File: src/rtl/control_issue_encoder.sv
// Command issue encoder: buffers structured commands, packs them into decoder words,
// and presents them downstream with retry/drop handling driven by decoder feedback.
module control_issue_encoder #(
  parameter int DEPTH     = 4,
  parameter int MAX_RETRY = 3
) (
  input  logic        clk,
  input  logic        rst_n,
  input  logic        cmd_valid,
  output logic        cmd_ready,
  input  logic [1:0]  cmd_unit_id,
  input  logic [1:0]  cmd_op,
  input  logic [1:0]  cmd_comp,
  input  logic [3:0]  cmd_addr,
  input  logic [2:0]  cmd_size,
  input  logic        flush,
  input  logic        issue_ready,
  output logic [5:0]  encoded_control,
  output logic [7:0]  data_control,
  output logic        issue_valid,
  input  logic        decode_valid,
  input  logic [1:0]  error_status,
  output logic        err_flag,
  output logic [1:0]  err_code,
  output logic [15:0] issued_count
);

  // Handshakes: a command is pushed when cmd_valid && cmd_ready at a clock edge;
  // a presented word is consumed when issue_valid && issue_ready && decode_valid.
  localparam int AW = $clog2(DEPTH);
  localparam int CW = AW + 1;
  localparam int RW = $clog2(MAX_RETRY + 1);

  typedef enum logic {IDLE, ISSUE} state_t;

  state_t          state;
  logic [13:0]     mem [DEPTH];
  logic [AW-1:0]   wr_ptr;
  logic [AW-1:0]   rd_ptr;
  logic [CW-1:0]   count;
  logic [RW-1:0]   retry_cnt;

  logic            push;
  logic            accept;
  logic            drop;
  logic            pop;
  logic [13:0]     push_word;
  logic [CW-1:0]   remain;
  logic [CW-1:0]   next_count;
  logic [AW-1:0]   rd_next;
  logic [13:0]     next_word;

  assign cmd_ready = (count != CW'(DEPTH));

  always_comb begin
    push       = cmd_valid && cmd_ready;
    push_word  = {cmd_unit_id, cmd_op, cmd_comp,
                  (cmd_op == 2'b00) ? 8'h00 : {cmd_addr, 1'b1, cmd_size}};
    accept     = (state == ISSUE) && issue_ready && decode_valid;
    drop       = (state == ISSUE) && !decode_valid && (retry_cnt == RW'(MAX_RETRY - 1));
    pop        = accept || drop;
    remain     = count - CW'(pop);
    next_count = remain + CW'(push);
    rd_next    = rd_ptr + AW'(pop);
    // An entry written this edge is not yet readable, so bypass it when it becomes the head.
    next_word  = (remain == '0) ? push_word : mem[rd_next];
  end

  always_ff @(posedge clk) begin
    if (push && !flush) mem[wr_ptr] <= push_word;
  end

  always_ff @(posedge clk or negedge rst_n) begin
    if (!rst_n) begin
      state           <= IDLE;
      wr_ptr          <= '0;
      rd_ptr          <= '0;
      count           <= '0;
      retry_cnt       <= '0;
      encoded_control <= '0;
      data_control    <= '0;
      issue_valid     <= 1'b0;
      err_flag        <= 1'b0;
      err_code        <= '0;
      issued_count    <= '0;
    end else if (flush) begin
      state           <= IDLE;
      wr_ptr          <= '0;
      rd_ptr          <= '0;
      count           <= '0;
      retry_cnt       <= '0;
      encoded_control <= '0;
      data_control    <= '0;
      issue_valid     <= 1'b0;
    end else begin
      if (push) wr_ptr <= wr_ptr + AW'(1);
      rd_ptr <= rd_next;
      count  <= next_count;

      if (accept) begin
        retry_cnt    <= '0;
        issued_count <= issued_count + 16'd1;
      end else if (state == ISSUE && !decode_valid) begin
        if (drop) begin
          retry_cnt <= '0;
          err_flag  <= 1'b1;
          err_code  <= error_status;
        end else begin
          retry_cnt <= retry_cnt + RW'(1);
        end
      end

      if (next_count != '0) begin
        state           <= ISSUE;
        issue_valid     <= 1'b1;
        encoded_control <= next_word[13:8];
        data_control    <= next_word[7:0];
      end else begin
        state           <= IDLE;
        issue_valid     <= 1'b0;
        encoded_control <= '0;
        data_control    <= '0;
      end
    end
  end

endmodule

File: config.mk
export PLATFORM = sky130hd
export DESIGN_NAME = control_issue_encoder
export DESIGN_NICKNAME = d
export VERILOG_FILES = /design/src/rtl/control_issue_encoder.sv
export SDC_FILE = /design/constraint.sdc
export NUM_CORES = 1
export LEC_CHECK = 0
export CAP_MARGIN = 30
export CELL_PAD_IN_SITES_DETAIL_PLACEMENT = 2
export CELL_PAD_IN_SITES_GLOBAL_PLACEMENT = 2
export CORE_ASPECT_RATIO = 1.75
export CORE_MARGIN = 1.5
export CORE_UTILIZATION = 35
export DETAILED_ROUTE_END_ITERATION = 10
export GPL_ROUTABILITY_DRIVEN = 1
export PLACE_DENSITY = 0.74
export SLEW_MARGIN = 20
export SYNTH_ARGS = -nofsm -noshare
export SYNTH_HDL_FRONTEND = slang
export SYNTH_SLANG_ARGS = --single-unit
File: constraint.sdc
create_clock -name clk -period 2.9 [get_ports clk]
set_input_delay 0.435 -clock clk [delete_from_list [all_inputs] [get_ports clk]]
set_output_delay 0.435 -clock clk [all_outputs]
set_load 0.1 [all_outputs]
## Yosys cells after proc, flatten, opt, wreduce, memory -nomap -nowiden

Memories as Yosys holds them, arrays and structs flattened.
Index checks and enable logic that the tools add are counted.

| word-level totals | value |
|---|---|
| bits of input ports | 21 |
| logic and storage cells | 55 |
| memories | 1 |
| register bits after elaboration | 43 |
| bits in writable memories | 56 |
| output and inout port bits | 35 |

| operators by class | value |
|---|---|
| add/subtract/negate cells | 6 |
| reduce and logical (&&, ||, !) cells | 16 |
| bitwise gates (word level) | 2 |
| multiplexer cells | 18 |
| equality and inequality tests | 2 |

Memories:

| memory | words | bits a word | rd ports | clocked after memory_dff | write ports | RTL line | source |
|---|---|---|---|---|---|---|---|
| mem | 4 | 14 | 1 | 0 | 1 | 37 | `logic [13:0] mem [DEPTH];` |

Operator list:

| kind | count |
|---|---|
| $mux 8 | 3 |
| $add 16x1->16 const B | 1 |
| $mux 14 | 1 |
| $mux 2 | 7 |
| $mux 6 | 2 |
| $logic_and 1x1->1 | 6 |
| $reduce_bool 3->1 | 2 |
| $add 2x1->2 const B | 2 |
| $mux 1 | 4 |
| $reduce_and 4->1 | 1 |
| $add 3x1->3 | 1 |
| $logic_not 3->1 | 1 |
| $mux 3 | 1 |
| $ne 3x3->1 const B | 1 |
| $sub 3x1->3 | 1 |
| $add 2x1->2 | 1 |
| $eq 2x2->1 const B | 1 |
| $logic_not 1->1 | 2 |
| $logic_not 2->1 | 1 |
| $not 1->1 | 2 |
| $reduce_and 2->1 | 1 |
| $reduce_bool 2->1 | 1 |
| $logic_or 1x1->1 | 1 |

## Logic depth before layout (Yosys ltp)

| depth | value |
|---|---|
| depth in word-level cells | 9 |
| mapped depth | 11 |
| depth with buffers taken out | 10 |

## Least setup slack after synthesis

Ideal clock, no wire load.

| path | value |
|---|---|
| path kind | reg-to-reg |
| start | register count[1] |
| end | register data_control[3] |
| arrival | 2.475 ns |
| library setup time | 0.077 ns |
| data required time | 2.823 ns |
| clock period less this slack | 2.552 ns |
| stages on the path, launching flop included | 10 |
| path slack | 0.348 ns |
| buffers on the path | 1 |
| path through | dfrtp_1 -> or3b_1 -> nand2_1 -> inv_1 -> ha_1 -> ha_1 -> xor2_1 -> a21o_1 -> buf_4 -> a21oi_1 |

| on the way | value |
|---|---|
| word-level cells in the longest chain between the ends | 6 |
| elaborated cells between the ends (all ways) | 9 |
| those cells by class | add/sub: 2; eq/ne: 1; mux: 3; reduce/logical: 3 |

Ends and longest elaborated chain:

| item | RTL line | source |
|---|---|---|
| start: declaration | 40 | `logic [CW-1:0] count;` |
| start signal: assignment | 98 | `count <= next_count;` |
| $ne 3x3->1 | 53 | `assign cmd_ready = (count != CW'(DEPTH));` |
| named net cmd_ready | 10 | `output logic cmd_ready,` |
| $logic_and 1x1->1 | 56 | `push = cmd_valid && cmd_ready;` |
| $add 3x1->3 | 63 | `next_count = remain + CW'(push);` |
| $reduce_bool 3->1 | 113 | `if (next_count != '0) begin` |
| $mux 8 | 113 |  |
| $mux 8 | 86 | `end else if (flush) begin` |
| end signal: assignment | 117 | `data_control <= next_word[7:0];` |
| end: declaration | 19 | `output logic [7:0] data_control,` |

The timed path passes the listed nets, and every way through them passes these cells.
A chain may end at the register's enable or synchronous reset.

## Final worst setup path

| path | value |
|---|---|
| start | input port decode_valid |
| end | register encoded_control[2] |

| on the way | value |
|---|---|
| word-level cells in the longest chain between the ends | 9 |
| elaborated cells between the ends (all ways) | 14 |
| those cells by class | add/sub: 3; mux: 3; reduce/logical: 7; memory: 1 |

Ends and longest elaborated chain:

| item | RTL line | source |
|---|---|---|
| start: declaration | 21 | `input logic decode_valid,` |
| $logic_not 1->1 | 60 | `drop = (state == ISSUE) && !decode_valid && (retry_cnt == RW'(MAX_RETRY - 1));` |
| $logic_and 1x1->1 (2 in series) | 60 |  |
| $logic_or 1x1->1 * | 61 | `pop = accept \|\| drop;` |
| $sub 3x1->3 or $add 2x1->2 (tied branches) | 62, 64 |  |
| $add 3x1->3, or another cell as far along | 63 |  |
| $reduce_bool 3->1 or $mux 14 (tied branches) | 113, 66 |  |
| $mux 6 * | 113 |  |
| $mux 6 * | 86 |  |
| end signal: assignment | 116 | `encoded_control <= next_word[13:8];` |
| end: declaration | 18 | `output logic [5:0] encoded_control,` |

Every way passes the cells marked *; elsewhere a longest branch is shown, timed or not.

==> flow_summary.yaml <==
outcome:
  status: "finished, violations left"
  violations: "DRC"
grt:
  grt_pass1_vias: 2802
  grt_start_max_net_pins: 28
  grt_pass1_wl_um: 15600
  overflow: 0
  antenna_found_initial: 0
  grt_util_all_layers_pct: 17.0
finish:
  antennaDiodeCount: 0
  final_core_util_pct: 44.3
  syn_to_final_growth_pct: 23.7
  nets: 376
  stdcell_count: 485
  final_layout_size_suffix_gt1_share_pct: 22.9
  nFillCells: 1124
clock_tree:
  clock-root-buffer: "clkbuf_16"
  clock_latency_ns: 0.34
  post_cts_buffers: 0
  postCtsResizedCells: 0
  cts_tree: "built"
  holdBufCountCts: 0
  cts_sinks: 99
  cts_made_buffers: 9
  cts_max_level: 3
  clkTransAtPathRegs_ns: 0.07
  cts_max_path_buffers: 2
logic_synthesis:
  synthMuxAreaShare_pct: 8.65
  yosysUniqueCellTypes: 34
  ys_seq_elements: 99
  async_reset_ff_share_pct: 43.4
  synth_ff_type: "edfxtp_1"
  synth_most_common_cell: "edfxtp_1"
  syn_nets: 308
  synth_top_area_share_pct: 40.8
  synth.yosys.seq_area_share_pct: 66.9
  synth_edf_count: 56
  synth_compound_area_share_pct: 2.55
  synth_top_family_by_area: "simple AND/OR/NAND/NOR gates"
  syn_area_um2: 4120
  synth.area.top_cells: "edfxtp_1 (41%), dfrtp_1 (26%), mux4_2 (4.9%)"
  synth_xor_area_share_pct: 4.22
  synthSimpleGateAreaFrac_pct: 11.9
  synth_commonest_cells: "edfxtp_1 (56), dfrtp_1 (43), nand2_1 (40), a21oi_1 (16), xnor2_1 (14)"
  syn_inst: 277
  syn_area_per_cell_um2: 14.9
  yosysWarnings: 0
  synthAdderAreaFrac_pct: 3.03
  yosysTopAreaCell: "edfxtp_1"
routing:
  via_per_inst: 5.05
  drtIter0Drc: 84
  firstDrtPassIters: 7
  routedWlPerCell_um: 19.7
  vias: 2449
  wl_um: 9570
  final_antenna_net_count: 0
  remaining_drc_errors: 7
power:
  power-per-cell-area_nw_per_um2: 998
  p_leak_nw: 2.12
  peakVddDrop_mv: 0.555
setup_path:
  worstPathRequired_ns: 3.16
  path_cells: "clkdlybuf4s50_1 > o21ai_0 > and2_1 > ha_1 > inv_1 > ha_1 > ha_1 > xor2_1 > a21o_1 > buf_4 > a21oi_1"
  ff2ff_setup_slack_ns: 0.55
  start_kind: "input pin"
  critPathArrivalTime_ns: 2.83
  endpoint_kind: "flip-flop"
  cp_top_family: "buffers and inverters"
  slowest_stage: "clkdlybuf4s50_1"
  path_class: "input pin to flip-flop"
  crit_fanout: 9
  crit_path_frequent_cell: "ha_1"
  cpPeakStageDelay_ns: 0.60
  path_buf_inv: 3
floorplan:
  pin_count: 56
  fp.dieH_um: 147
  dieArea_um2: 12500
  row_count: 52
  core_um2: 11500
  die_x_um: 85.0
  start_util_pct: 35.8
sta:
  hold_viol: 0
  finalSetupViolCount: 0
  period_share_pct: 88.9
  rsz0062_at_grt: "no"
  relSlewSlack_pct: 68.0
  fmax_ghz: 0.388
  worstMarginPinSlew_ns: 0.480
  setup-tns-final_ns: 0
  setup_slack_ns: 0.322
  period_minus_slack_ns: 2.58
  slew_viol_final: 0
  final.setup_skew_ns: 0.00614
place:
  place_ws_ns: -0.0397
  gp_congestion: 0.715
  placedCellCount: 469
  port_buffers: 55
  hpwl_um: 6850
min_path:
  hold_path.class: "input pin to asynchronous set/reset pin"
run:
  max-cap-violations: 0
kinds of logic (layout without fill, tap and decap cells):
logic type | count (synthesis) | count (layout)
AND/OR/NAND/NOR | 93 | 93
adder cells (fa/ha/maj) | 10 | 10
multiplexers | 16 | 16
XOR/XNOR | 19 | 19
AO/OA/AOI/OAI | 20 | 20
flip-flops | 99 | 99
buffers and inverters | 20 | 93
layout by cell type (no fill, tap or decap), drive strengths merged, types with 4 or more instances in the layout:
| cell | n |
|---|---|
| and2 | 13 |
| xnor2 | 14 |
| nor2 | 8 |
| and3 | 4 |
| nand3 | 8 |
| buf | 48 |
| ha | 10 |
| mux4 | 14 |
| nor2b | 4 |
| xor2 | 5 |
| inv | 13 |
| nand2 | 40 |
| dfrtp | 43 |
| nand4 | 4 |
| a21oi | 16 |
| clkdlybuf4s50 | 19 |
| clkbuf | 9 |
| edfxtp | 56 |
state kept, by name (all words and copies together) (netlist names):
name / flops
count: 3
data_control: 8
encoded_control: 6
err_code: 2
err_flag: 1
issued_count: 16
mem: 56
rd_ptr: 2
retry_cnt: 2
state: 1
wr_ptr: 2
through the flow:
step           hold WS [ns]  cell area, um^2  power [mW]
3_3_place_gp          0.456             4770        3.86
3_5_place_dp          0.422             4790        3.93
6_report             0.0463             5100        5.09
2_1_floorplan         0.139             4120        3.36
4_1_cts              0.0467             5100        5.18
5_1_grt              0.0574             5100        5.33
layout make-up:
class                           instances  area [um^2]  share of cell area (%)
Clock buffer                            9          225                    4.42
Clock inverter                          7         85.1                    1.67
Inverter                               10         37.5                   0.736
Multi-Input combinational cell        158         1250                    24.5
Sequential cell                        99         2760                    54.1
Tap cell                              135          169                    3.31
Timing Repair Buffer                   67          573                    11.2
power by group:
part | switching [mW] | internal, mW
Sequential | 0.118 | 1.69
Combinational | 1.53 | 0.526
Clock | 0.547 | 0.686
final timing paths:
kind / startpoint / endpoint / cells past startpoint
worst max-delay path: decode_valid / encoded_control[2] / 11
worst min-delay path: rst_n / wr_ptr[1] / 1
worst max register to register: retry_cnt[0] / encoded_control[2] / 11
worst min register to register: err_flag / err_flag / 1
max in group asynchronous: rst_n / issued_count[13] / 2
min in group clk: err_flag / err_flag / 1
per-layer routing:
layer  vias up  routed length, um  share of wire, %  track usage [%]
met3         7                315               3.3             3.39
met1      1267               3430                36             18.0
li1       1123                  -                 -                -
met5         -                  0                 0                0
met4         0                123               1.3             5.90
met2        52               5700                60             32.6
(Power assumes the default switching activity.)
